### config.mk
export PLATFORM = sky130hd
export DESIGN_NAME = pad_input_scanner
export DESIGN_NICKNAME = d
export VERILOG_FILES = /design/src/rtl/pad_scan_pkg.sv /design/src/rtl/pad_sync2.sv /design/src/rtl/pad_input_scanner.sv
export SDC_FILE = /design/constraint.sdc
export NUM_CORES = 1
export LEC_CHECK = 0
export BUFFER_PORTS_ARGS = -buffer_cell sky130_fd_sc_hd__buf_4
export CAP_MARGIN = 10
export CELL_PAD_IN_SITES_DETAIL_PLACEMENT = 1
export CELL_PAD_IN_SITES_GLOBAL_PLACEMENT = 1
export CORE_UTILIZATION = 45
export CTS_CLUSTER_SIZE = 16
export DETAILED_ROUTE_END_ITERATION = 10
export GPL_ROUTABILITY_DRIVEN = 0
export PLACE_DENSITY_LB_ADDON = 0.1
export SLEW_MARGIN = 20
export SYNTH_ARGS = -nofsm -noshare
export SYNTH_HDL_FRONTEND = slang
export SYNTH_SLANG_ARGS = --single-unit
### constraint.sdc
create_clock -name clk -period 7 [get_ports clk]
set_input_delay 1.4 -clock clk [delete_from_list [all_inputs] [get_ports clk]]
set_output_delay 1.4 -clock clk [all_outputs]
set_load 0.05 [all_outputs]
### src/rtl/pad_scan_pkg.sv
// rtl/pad_scan_pkg.sv - shared types, constants and helpers for the pad input scanner
package pad_scan_pkg;

  // Scan evaluator states: wait for a strobe, read one channel, write it back.
  typedef enum logic [1:0] {
    IDLE   = 2'd0,
    EVAL   = 2'd1,
    COMMIT = 2'd2
  } scan_state_e;

  // Flop depth of the pad synchroniser.
  localparam int SYNC_STAGES = 2;

  // Bits needed to hold 0..n-1; never less than 1 so single-entry indices stay legal.
  function automatic int clog2(input int n);
    int r;
    int v;
    r = 0;
    v = n - 1;
    while (v > 0) begin
      r = r + 1;
      v = v >> 1;
    end
    return (r < 1) ? 1 : r;
  endfunction

endpackage

### src/rtl/pad_sync2.sv
// rtl/pad_sync2.sv - multi-bit flop-chain synchroniser for asynchronous pad inputs
module pad_sync2
  import pad_scan_pkg::*;
#(
  parameter int WIDTH = 1
) (
  input  logic             clk,
  input  logic             rst,
  input  logic [WIDTH-1:0] d_i,
  output logic [WIDTH-1:0] q_o
);

  logic [WIDTH-1:0] stage_q [SYNC_STAGES];

  // Shift raw pad bits through the chain; every stage clears on reset.
  always_ff @(posedge clk or posedge rst) begin
    if (rst) begin
      for (int i = 0; i < SYNC_STAGES; i++) stage_q[i] <= '0;
    end else begin
      stage_q[0] <= d_i;
      for (int i = 1; i < SYNC_STAGES; i++) stage_q[i] <= stage_q[i-1];
    end
  end

  assign q_o = stage_q[SYNC_STAGES-1];

endmodule

### src/rtl/pad_input_scanner.sv
// rtl/pad_input_scanner.sv - round-robin debounce scanner with sticky edge flags and irq
// Build macro PADSCAN_TIMESTAMP_EN adds last_evt_ts/last_evt_ch event capture.
module pad_input_scanner
  import pad_scan_pkg::*;
#(
  parameter int NUM_CH   = 8,
  parameter int PRESCALE = 100,
  parameter int DEBOUNCE = 16,
  parameter int CNT_W    = 8
) (
  input  logic                      clk,
  input  logic                      rst,
  input  logic [NUM_CH-1:0]         pad_y,
  input  logic [NUM_CH-1:0]         irq_mask,
  input  logic [NUM_CH-1:0]         evt_clr,
  output logic [NUM_CH-1:0]         level,
  output logic [NUM_CH-1:0]         rise_evt,
  output logic [NUM_CH-1:0]         fall_evt,
  output logic                      irq,
  output logic [clog2(NUM_CH)-1:0]  scan_idx
`ifdef PADSCAN_TIMESTAMP_EN
  ,
  output logic [31:0]               last_evt_ts,
  output logic [clog2(NUM_CH)-1:0]  last_evt_ch
`endif
);

  localparam int IDX_W = clog2(NUM_CH);
  localparam int PRE_W = clog2(PRESCALE);

  logic [NUM_CH-1:0] sync;
  logic [PRE_W-1:0]  pre_q;
  logic              scan_stb;
  scan_state_e       state_q, state_d;
  logic              eval_en, commit_en;
  logic [IDX_W-1:0]  scan_idx_q, scan_idx_d;
  logic [CNT_W-1:0]  cnt_q [NUM_CH];
  logic [CNT_W-1:0]  cnt_d [NUM_CH];
  logic [CNT_W-1:0]  cur_cnt_q, cnt_inc;
  logic              smp_q, agree_q;
  logic [NUM_CH-1:0] level_q, level_d, rise_q, rise_d, fall_q, fall_d;
  logic [NUM_CH-1:0] set_rise, set_fall;
  logic              irq_q, irq_d;

  pad_sync2 #(.WIDTH(NUM_CH)) u_sync (
    .clk (clk),
    .rst (rst),
    .d_i (pad_y),
    .q_o (sync)
  );

  assign scan_stb = (pre_q == PRE_W'(PRESCALE - 1));
  assign cnt_inc  = cur_cnt_q + CNT_W'(1);

  // Prescaler: free-running 0..PRESCALE-1, strobing once per wrap.
  always_ff @(posedge clk or posedge rst) begin
    if (rst) pre_q <= '0;
    else     pre_q <= scan_stb ? '0 : pre_q + PRE_W'(1);
  end

  // FSM state register.
  always_ff @(posedge clk or posedge rst) begin
    if (rst) state_q <= IDLE;
    else     state_q <= state_d;
  end

  // FSM next state: one strobe buys exactly one EVAL and one COMMIT cycle.
  always_comb begin
    state_d = state_q;
    case (state_q)
      IDLE:    if (scan_stb) state_d = EVAL;
      EVAL:    state_d = COMMIT;
      COMMIT:  state_d = IDLE;
      default: state_d = IDLE;
    endcase
  end

  // FSM outputs: phase enables for the shared evaluator.
  always_comb begin
    eval_en   = (state_q == EVAL);
    commit_en = (state_q == COMMIT);
  end

  // Evaluator read phase: capture the selected channel's sample, count and agreement.
  always_ff @(posedge clk or posedge rst) begin
    if (rst) begin
      smp_q     <= 1'b0;
      agree_q   <= 1'b1;
      cur_cnt_q <= '0;
    end else if (eval_en) begin
      smp_q     <= sync[scan_idx_q];
      agree_q   <= (sync[scan_idx_q] == level_q[scan_idx_q]);
      cur_cnt_q <= cnt_q[scan_idx_q];
    end
  end

  // Evaluator write phase: reset, advance or flip the channel, then move to the next one.
  always_comb begin
    cnt_d      = cnt_q;
    level_d    = level_q;
    set_rise   = '0;
    set_fall   = '0;
    scan_idx_d = scan_idx_q;
    if (commit_en) begin
      scan_idx_d = (scan_idx_q == IDX_W'(NUM_CH - 1)) ? '0 : scan_idx_q + IDX_W'(1);
      if (agree_q) begin
        cnt_d[scan_idx_q] = '0;
      end else if (cnt_inc == CNT_W'(DEBOUNCE)) begin
        cnt_d[scan_idx_q]   = '0;
        level_d[scan_idx_q] = smp_q;
        set_rise[scan_idx_q] = smp_q;
        set_fall[scan_idx_q] = ~smp_q;
      end else begin
        cnt_d[scan_idx_q] = cnt_inc;
      end
    end
  end

  // Sticky flags: a set in the same cycle as a clear wins; irq looks at registered flags.
  always_comb begin
    rise_d = (rise_q & ~evt_clr) | set_rise;
    fall_d = (fall_q & ~evt_clr) | set_fall;
    irq_d  = |((rise_q | fall_q) & irq_mask);
  end

  // Channel state, flags and irq registers.
  always_ff @(posedge clk or posedge rst) begin
    if (rst) begin
      for (int i = 0; i < NUM_CH; i++) cnt_q[i] <= '0;
      level_q    <= '0;
      rise_q     <= '0;
      fall_q     <= '0;
      irq_q      <= 1'b0;
      scan_idx_q <= '0;
    end else begin
      for (int i = 0; i < NUM_CH; i++) cnt_q[i] <= cnt_d[i];
      level_q    <= level_d;
      rise_q     <= rise_d;
      fall_q     <= fall_d;
      irq_q      <= irq_d;
      scan_idx_q <= scan_idx_d;
    end
  end

  assign level    = level_q;
  assign rise_evt = rise_q;
  assign fall_evt = fall_q;
  assign irq      = irq_q;
  assign scan_idx = scan_idx_q;

`ifdef PADSCAN_TIMESTAMP_EN
  logic [31:0]      ts_cnt_q;
  logic [31:0]      last_evt_ts_q;
  logic [IDX_W-1:0] last_evt_ch_q;

  // Free-running timestamp, sampled along with the channel whenever a flip sets a flag.
  always_ff @(posedge clk or posedge rst) begin
    if (rst) begin
      ts_cnt_q      <= '0;
      last_evt_ts_q <= '0;
      last_evt_ch_q <= '0;
    end else begin
      ts_cnt_q <= ts_cnt_q + 32'd1;
      if (|(set_rise | set_fall)) begin
        last_evt_ts_q <= ts_cnt_q;
        last_evt_ch_q <= scan_idx_q;
      end
    end
  end

  assign last_evt_ts = last_evt_ts_q;
  assign last_evt_ch = last_evt_ch_q;
`endif

endmodule

==> results.yml, run 1 <==
sta:
  slew_viol_final: 0
  slew_headroom: 0.426
  fin_crit_ns: 3.05
  hold-worst-slack_ns: 0.348
  rsz0062_at_grt: "false"
  period_share: 0.436
  setup_tns_ns: 0
  setup_slack_ns: 3.95
  finClkSkew_ns: 0.00754
  worstMarginPinSlew_ns: 0.861
  hold_viol_final: 0
  fmax_mhz: 327
  setup_violations: 0
worst_setup_path:
  critPathMaxFanout: 26
  start_kind: "flop"
  required_ns: 5.60
  cp_data_arrival_time_ns: 1.65
  end_kind: "output pin"
  crit_type: "reg -> out"
drt:
  drt-vias-per-instance: 5.43
  route.detailed.drc: 0
  vias: 3996
  wl_per_cell_um: 19.6
  antenna_left: 0
  dr.pass1.iters: 4
  wl_um: 14400
  first_iter_violations: 199
synthesis:
  synth_warnings: 0
  yosysTopAreaCellShare: 0.548
  ys_top_cells_by_area: "dfrtp_1 (55%), nand2_1 (6.1%), mux4_2 (4.7%)"
  synth_area_um2: 5760
  synth-edff-count: 0
  synth_flop_cell: "dfrtp_1"
  ys_seq_elements: 127
  syn-num-nets: 541
  netlist.top_cell.by_area: "dfrtp_1"
  synth_cell_types: 54
  ys_seq_area_frac: 0.552
  post_synth_inst_count: 511
  avgSynthCellArea_um2: 11.3
  async_flop_share: 1.00
global_route:
  grt_pass1_wl_um: 23700
  antenna_found_initial: 0
  grt_max_degree: 73
  overflow: 0
  grt_usage: 0.246
  grt_pass1_vias: 4392
placement:
  portBuffers: 53
  dp_cells: 704
  dp_hpwl_um: 9310
  dp_worst_setup_slack_ns: 4.03
layout:
  final_net_count: 585
  layout-drive-gt1-share: 0.246
  mostFrequentLayoutCell: "dfrtp_1"
  n_antenna_cell: 0
  nFillCells: 1310
  layout_common_cells: "dfrtp_1 (126), nand2_1 (93), buf_4 (57), o21ai_0 (30), o31ai_1 (30)"
  seqCellArea_um2: 3180
  fin_cells: 736
  multi_input_area_um2: 2340
  fin_util: 0.554
  areaGrowthSynthToFinish_pct: 18.1
floorplanning:
  fp-row-count: 40
  die_area_um2: 13300
  start_util: 0.470
  die_w_um: 115
  core_area_um2: 12300
  num_io_pins: 54
  die_y_um: 115
clock_network:
  htree_levels: 4
  numCtsBuffers: 17
  clk_pin_slew_ns: 0.05
  cts_root_buf: "clkbuf_16"
  cts_setup_buffers: 0
  cts.sinks: 127
  ctsResizeCount: 0
  postCtsHoldBufs: 0
  clk_path_buf_depth: 2
  insertion_delay_ns: 0.42
  cts_tree: "yes"
power:
  power_density_nw_per_um2: 237
  switchingPower_w: 0.000326
  p_int_w: 0.00128
  irDropWorstVdd_v: 0.000164
  p_leak_nw: 3.11
  clockPowerShare: 0.522
  p_sw_frac: 0.203
  combinationalPowerShare: 0.017
  p_seq_frac: 0.461
outcome:
  outcome: "finished clean"
job:
  maxCapViolCount: 0
worst_hold_path:
  holdCritPathClass: "reg -> reg"
==> cell families (layout without fill, tap and decap cells) <==
| logic type | Yosys count | in the layout | synth area share |
|---|---|---|---|
| buf+inv | 52 | 109 | 0.0415 |
| mux | 51 | 51 | 0.121 |
| simple gates | 170 | 170 | 0.136 |
| fa+ha+maj | 4 | 4 | 0.00869 |
| xor+xnor | 10 | 10 | 0.0178 |
| flops | 127 | 127 | 0.552 |
| compound gates | 97 | 97 | 0.123 |
==> state kept, by name, indices dropped and copies added (netlist names) <==
signal	count
cnt_q	64
cur_cnt_q	8
fall_evt	8
level	8
rise_evt	8
u_sync.q_o	8
u_sync.stage_q	8
pre_q	7
scan_idx	3
state_q	2
agree_q	1
irq	1
smp_q	1
==> worst max-delay path: stages, from the launching register on <==
cell and delay [ns]:
dfrtp_1 0.53, buf_4 0.43, buf_4 0.28
==> metrics by stage <==
stage | total power [W] | area [um2]
2_1_floorplan | 0.000766 | 5760
3_3_place_gp | 0.000782 | 6230
3_5_place_dp | 0.000783 | 6230
4_1_cts | 0.00163 | 6800
5_1_grt | 0.00166 | 6800
6_report | 0.00161 | 6800
==> final timing paths <==
check | startpoint | to | slack, ns | depth (start not counted)
worst max-delay path | scan_idx[1]$_DFFE_PP0P_ | scan_idx[1] | 3.95 | 2
worst min-delay path | u_sync.stage_q[13]$_DFF_PP0_ | u_sync.q_o[5]$_DFF_PP0_ | 0.35 | 0
worst max register to register | scan_idx[1]$_DFFE_PP0P_ | level[2]$_DFFE_PP0P_ | 4.23 | 5
worst min register to register | u_sync.stage_q[13]$_DFF_PP0_ | u_sync.q_o[5]$_DFF_PP0_ | 0.35 | 0
max in group asynchronous | rst | cnt_q[33]$_DFFE_PP0P_ | 4.58 | 3
min in group asynchronous | rst | cnt_q[26]$_DFFE_PP0P_ | 1.17 | 2
==> routing by layer <==
layer,up-vias,wire length [um],GRT usage,part of all wire
met4,0,336,0.114,0.023
met2,90,7370,0.416,0.51
li1,1884,-,-,-
met5,-,0,0,0
met1,1999,6220,0.301,0.43
met3,23,474,0.0532,0.033
==> synth_stat cells, drive strengths merged (5+ instances only) <==
cell,instances
xor2,5
o22ai,16
a211oi,6
nor3,5
mux2i,14
o21ai,31
inv,20
nand3,15
clkbuf,10
nor2,26
and3,6
o31ai,31
buf,22
dfrtp,126
mux2,25
nand2,93
mux4,12
xnor2,5
==> power groups by stage <==
stage                     logic [W]  clock network (W)  registers [W]
after detailed placement  0.0000296                  0       0.000753
after CTS                 0.0000296           0.000855       0.000741
after global placement    0.0000286                  0       0.000753
after global routing      0.0000323           0.000886       0.000741
final                     0.0000281           0.000839       0.000741
after floorplan           0.0000125                  0       0.000753
==> area by class of cell <==
type                       count  share of cell area
clock buffer                  26              0.0749
clock inverter                 6             0.00810
inverter                      20              0.0114
multi-input combinational    332               0.344
sequential                   127               0.468
tap                          168              0.0309
timing repair buffer          57              0.0629
(Power assumes the default switching activity.)
==> run 2: changes to the inputs <==
Clock period 7 ns to 2.9 ns, I/O delays scaled along.
==> run 2 against run 1 <==
Sequential power up 140%. Final cell count up 1.9%. Combinational power rose to 2.7 times the previous value. Hold slack worse by 0.19 ns. Design area up 1.9%. Register-to-register slack worse by 3.5 ns. Critical endpoint is now scan_idx[0]. Largest power group unchanged. Highest routed layer unchanged.
==> results.yml, run 2 (synthesized netlist as in run 1, its figures left out) <==
outcome:
  outcome: "finished clean"
sta:
  slew_viol_final: 0
  setup_violations: 0
  fmax_mhz: 444
  rsz0062_at_grt: "false"
  worstMarginPinSlew_ns: 0.730
  setup_tns_ns: 0
  finClkSkew_ns: 0.00825
  slew_headroom: 0.512
  hold-worst-slack_ns: 0.161
  fin_crit_ns: 2.25
  period_share: 0.777
  hold_viol_final: 0
drt:
  antenna_left: 0
  first_iter_violations: 225
  wl_per_cell_um: 19.3
  drt-vias-per-instance: 5.41
  route.detailed.drc: 0
  vias: 4059
  dr.pass1.iters: 4
  wl_um: 14500
clock_network:
  clk_path_buf_depth: 2
  insertion_delay_ns: 0.43
  numCtsBuffers: 17
  cts_root_buf: "clkbuf_16"
  cts_setup_buffers: 0
  ctsResizeCount: 0
  cts_tree: "yes"
  cts.sinks: 127
  clk_pin_slew_ns: 0.06
  postCtsHoldBufs: 0
  htree_levels: 4
worst_setup_path:
  startpoint: "scan_idx[0]$_DFFE_PP0P_"
  cp_data_arrival_time_ns: 1.67
  crit_cells: 2
  path_buf_inv: 2
  crit_type: "reg -> out"
  reg2reg_to: "fall_evt[7]$_DFF_PP0_"
  start_kind: "flop"
  crit_chain: "buf_4 > buf_4"
  required_ns: 2.32
  crit-reg2reg-launch: "cur_cnt_q[0]$_DFFE_PP0N_"
  slowest_delay_ns: 0.59
  crit_path_end: "scan_idx[0]"
  cpMostUsedCell: "buf_4"
  cpMaxStageDelayCell: "dfrtp_1"
  r2r_cells: 6
  critPathMaxFanout: 24
  critical_path.top_delay_family: "buffers and inverters"
  end_kind: "output pin"
  ff2ff_setup_slack_ns: 0.75
layout:
  largest_register_ff_count: 64
  nFillCells: 1324
  mostFrequentLayoutCell: "dfrtp_1"
  multi_input_area_um2: 2340
  layout_common_cells: "dfrtp_1 (126), nand2_1 (93), buf_4 (69), o21ai_0 (30), o31ai_1 (30)"
  areaGrowthSynthToFinish_pct: 20.3
  n_antenna_cell: 0
  final_net_count: 599
  layout-drive-gt1-share: 0.270
  top_register: "cnt_q"
  fin_cells: 750
  seqCellArea_um2: 3180
  fin_util: 0.565
global_route:
  grt_usage: 0.246
  overflow: 0
  grt_max_degree: 47
  antenna_found_initial: 0
  grt_pass1_wl_um: 23900
  grt_pass1_vias: 4543
power:
  switchingPower_w: 0.000831
  irDropWorstVdd_v: 0.000439
  p_seq_frac: 0.461
  clockPowerShare: 0.520
  p_sw_frac: 0.214
  p_total_w: 0.00388
  power_density_nw_per_um2: 560
  combinationalPowerShare: 0.019
  p_int_w: 0.00305
  p_leak_nw: 3.16
floorplanning:
  die_area_um2: 13300
  num_io_pins: 54
  die_w_um: 115
  start_util: 0.470
  core_area_um2: 12300
  fp-row-count: 40
  die_y_um: 115
job:
  maxCapViolCount: 0
placement:
  dp_cells: 718
  portBuffers: 53
  dp_hpwl_um: 9470
worst_hold_path:
  holdCritPathClass: "in -> async"
-- run 2: changes by cell type in the layout (fill, tap and decap cells not counted) --
cell	delta
buf_12	+2
buf_4	+12
clkbuf_1	-3
clkbuf_8	-2
clkinv_2	+1
clkinvlp_4	+5
inv_4	-1
-- run 2: power groups by stage --
stage               Sequential [W]  Combinational, W  Clock [W]
floorplan                  0.00182         0.0000306          0
global placement           0.00182         0.0000768          0
detailed placement         0.00182         0.0000787          0
CTS                        0.00179         0.0000785    0.00206
global route               0.00179         0.0000863    0.00214
finish                     0.00179         0.0000754    0.00202
-- run 2: per-layer routing --
| metal | wire, um | track usage |
|---|---|---|
| met4 | 274 | 0.0935 |
| met5 | 0 | 0 |
| met2 | 7380 | 0.422 |
| met1 | 6380 | 0.302 |
| met3 | 433 | 0.0601 |
-- run 2: final cells by class --
cell class	instances	share of cell area
Sequential cell	127	0.459
Multi-Input combinational cell	332	0.338
Timing Repair Buffer	71	0.0806
Clock buffer	21	0.0679
Tap cell	168	0.0303
Clock inverter	11	0.0130
Inverter	20	0.0114
-- run 2: through the flow --
step	worst slack, ns	instance area (um2)
after global placement	0.817	6370
after global routing	0.549	6930
final	0.646	6930
after floorplan	0.754	5760
after CTS	0.620	6930
after detailed placement	0.724	6370
-- run 2: worst min path at each step --
| stage | startpoint | endpoint | slack (ns) | depth (start not counted) |
|---|---|---|---|---|
| final | rst | u_sync.q_o[4]$_DFF_PP0_ | 0.16 | 2 |
| after floorplan | u_sync.stage_q[8]$_DFF_PP0_ | u_sync.q_o[0]$_DFF_PP0_ | 0.33 | 0 |
| after global routing | rst | u_sync.q_o[4]$_DFF_PP0_ | 0.19 | 2 |
| after global placement | u_sync.stage_q[13]$_DFF_PP0_ | u_sync.q_o[5]$_DFF_PP0_ | 0.33 | 0 |
| after CTS | rst | u_sync.q_o[4]$_DFF_PP0_ | 0.16 | 2 |
| after detailed placement | u_sync.stage_q[10]$_DFF_PP0_ | u_sync.q_o[2]$_DFF_PP0_ | 0.34 | 0 |
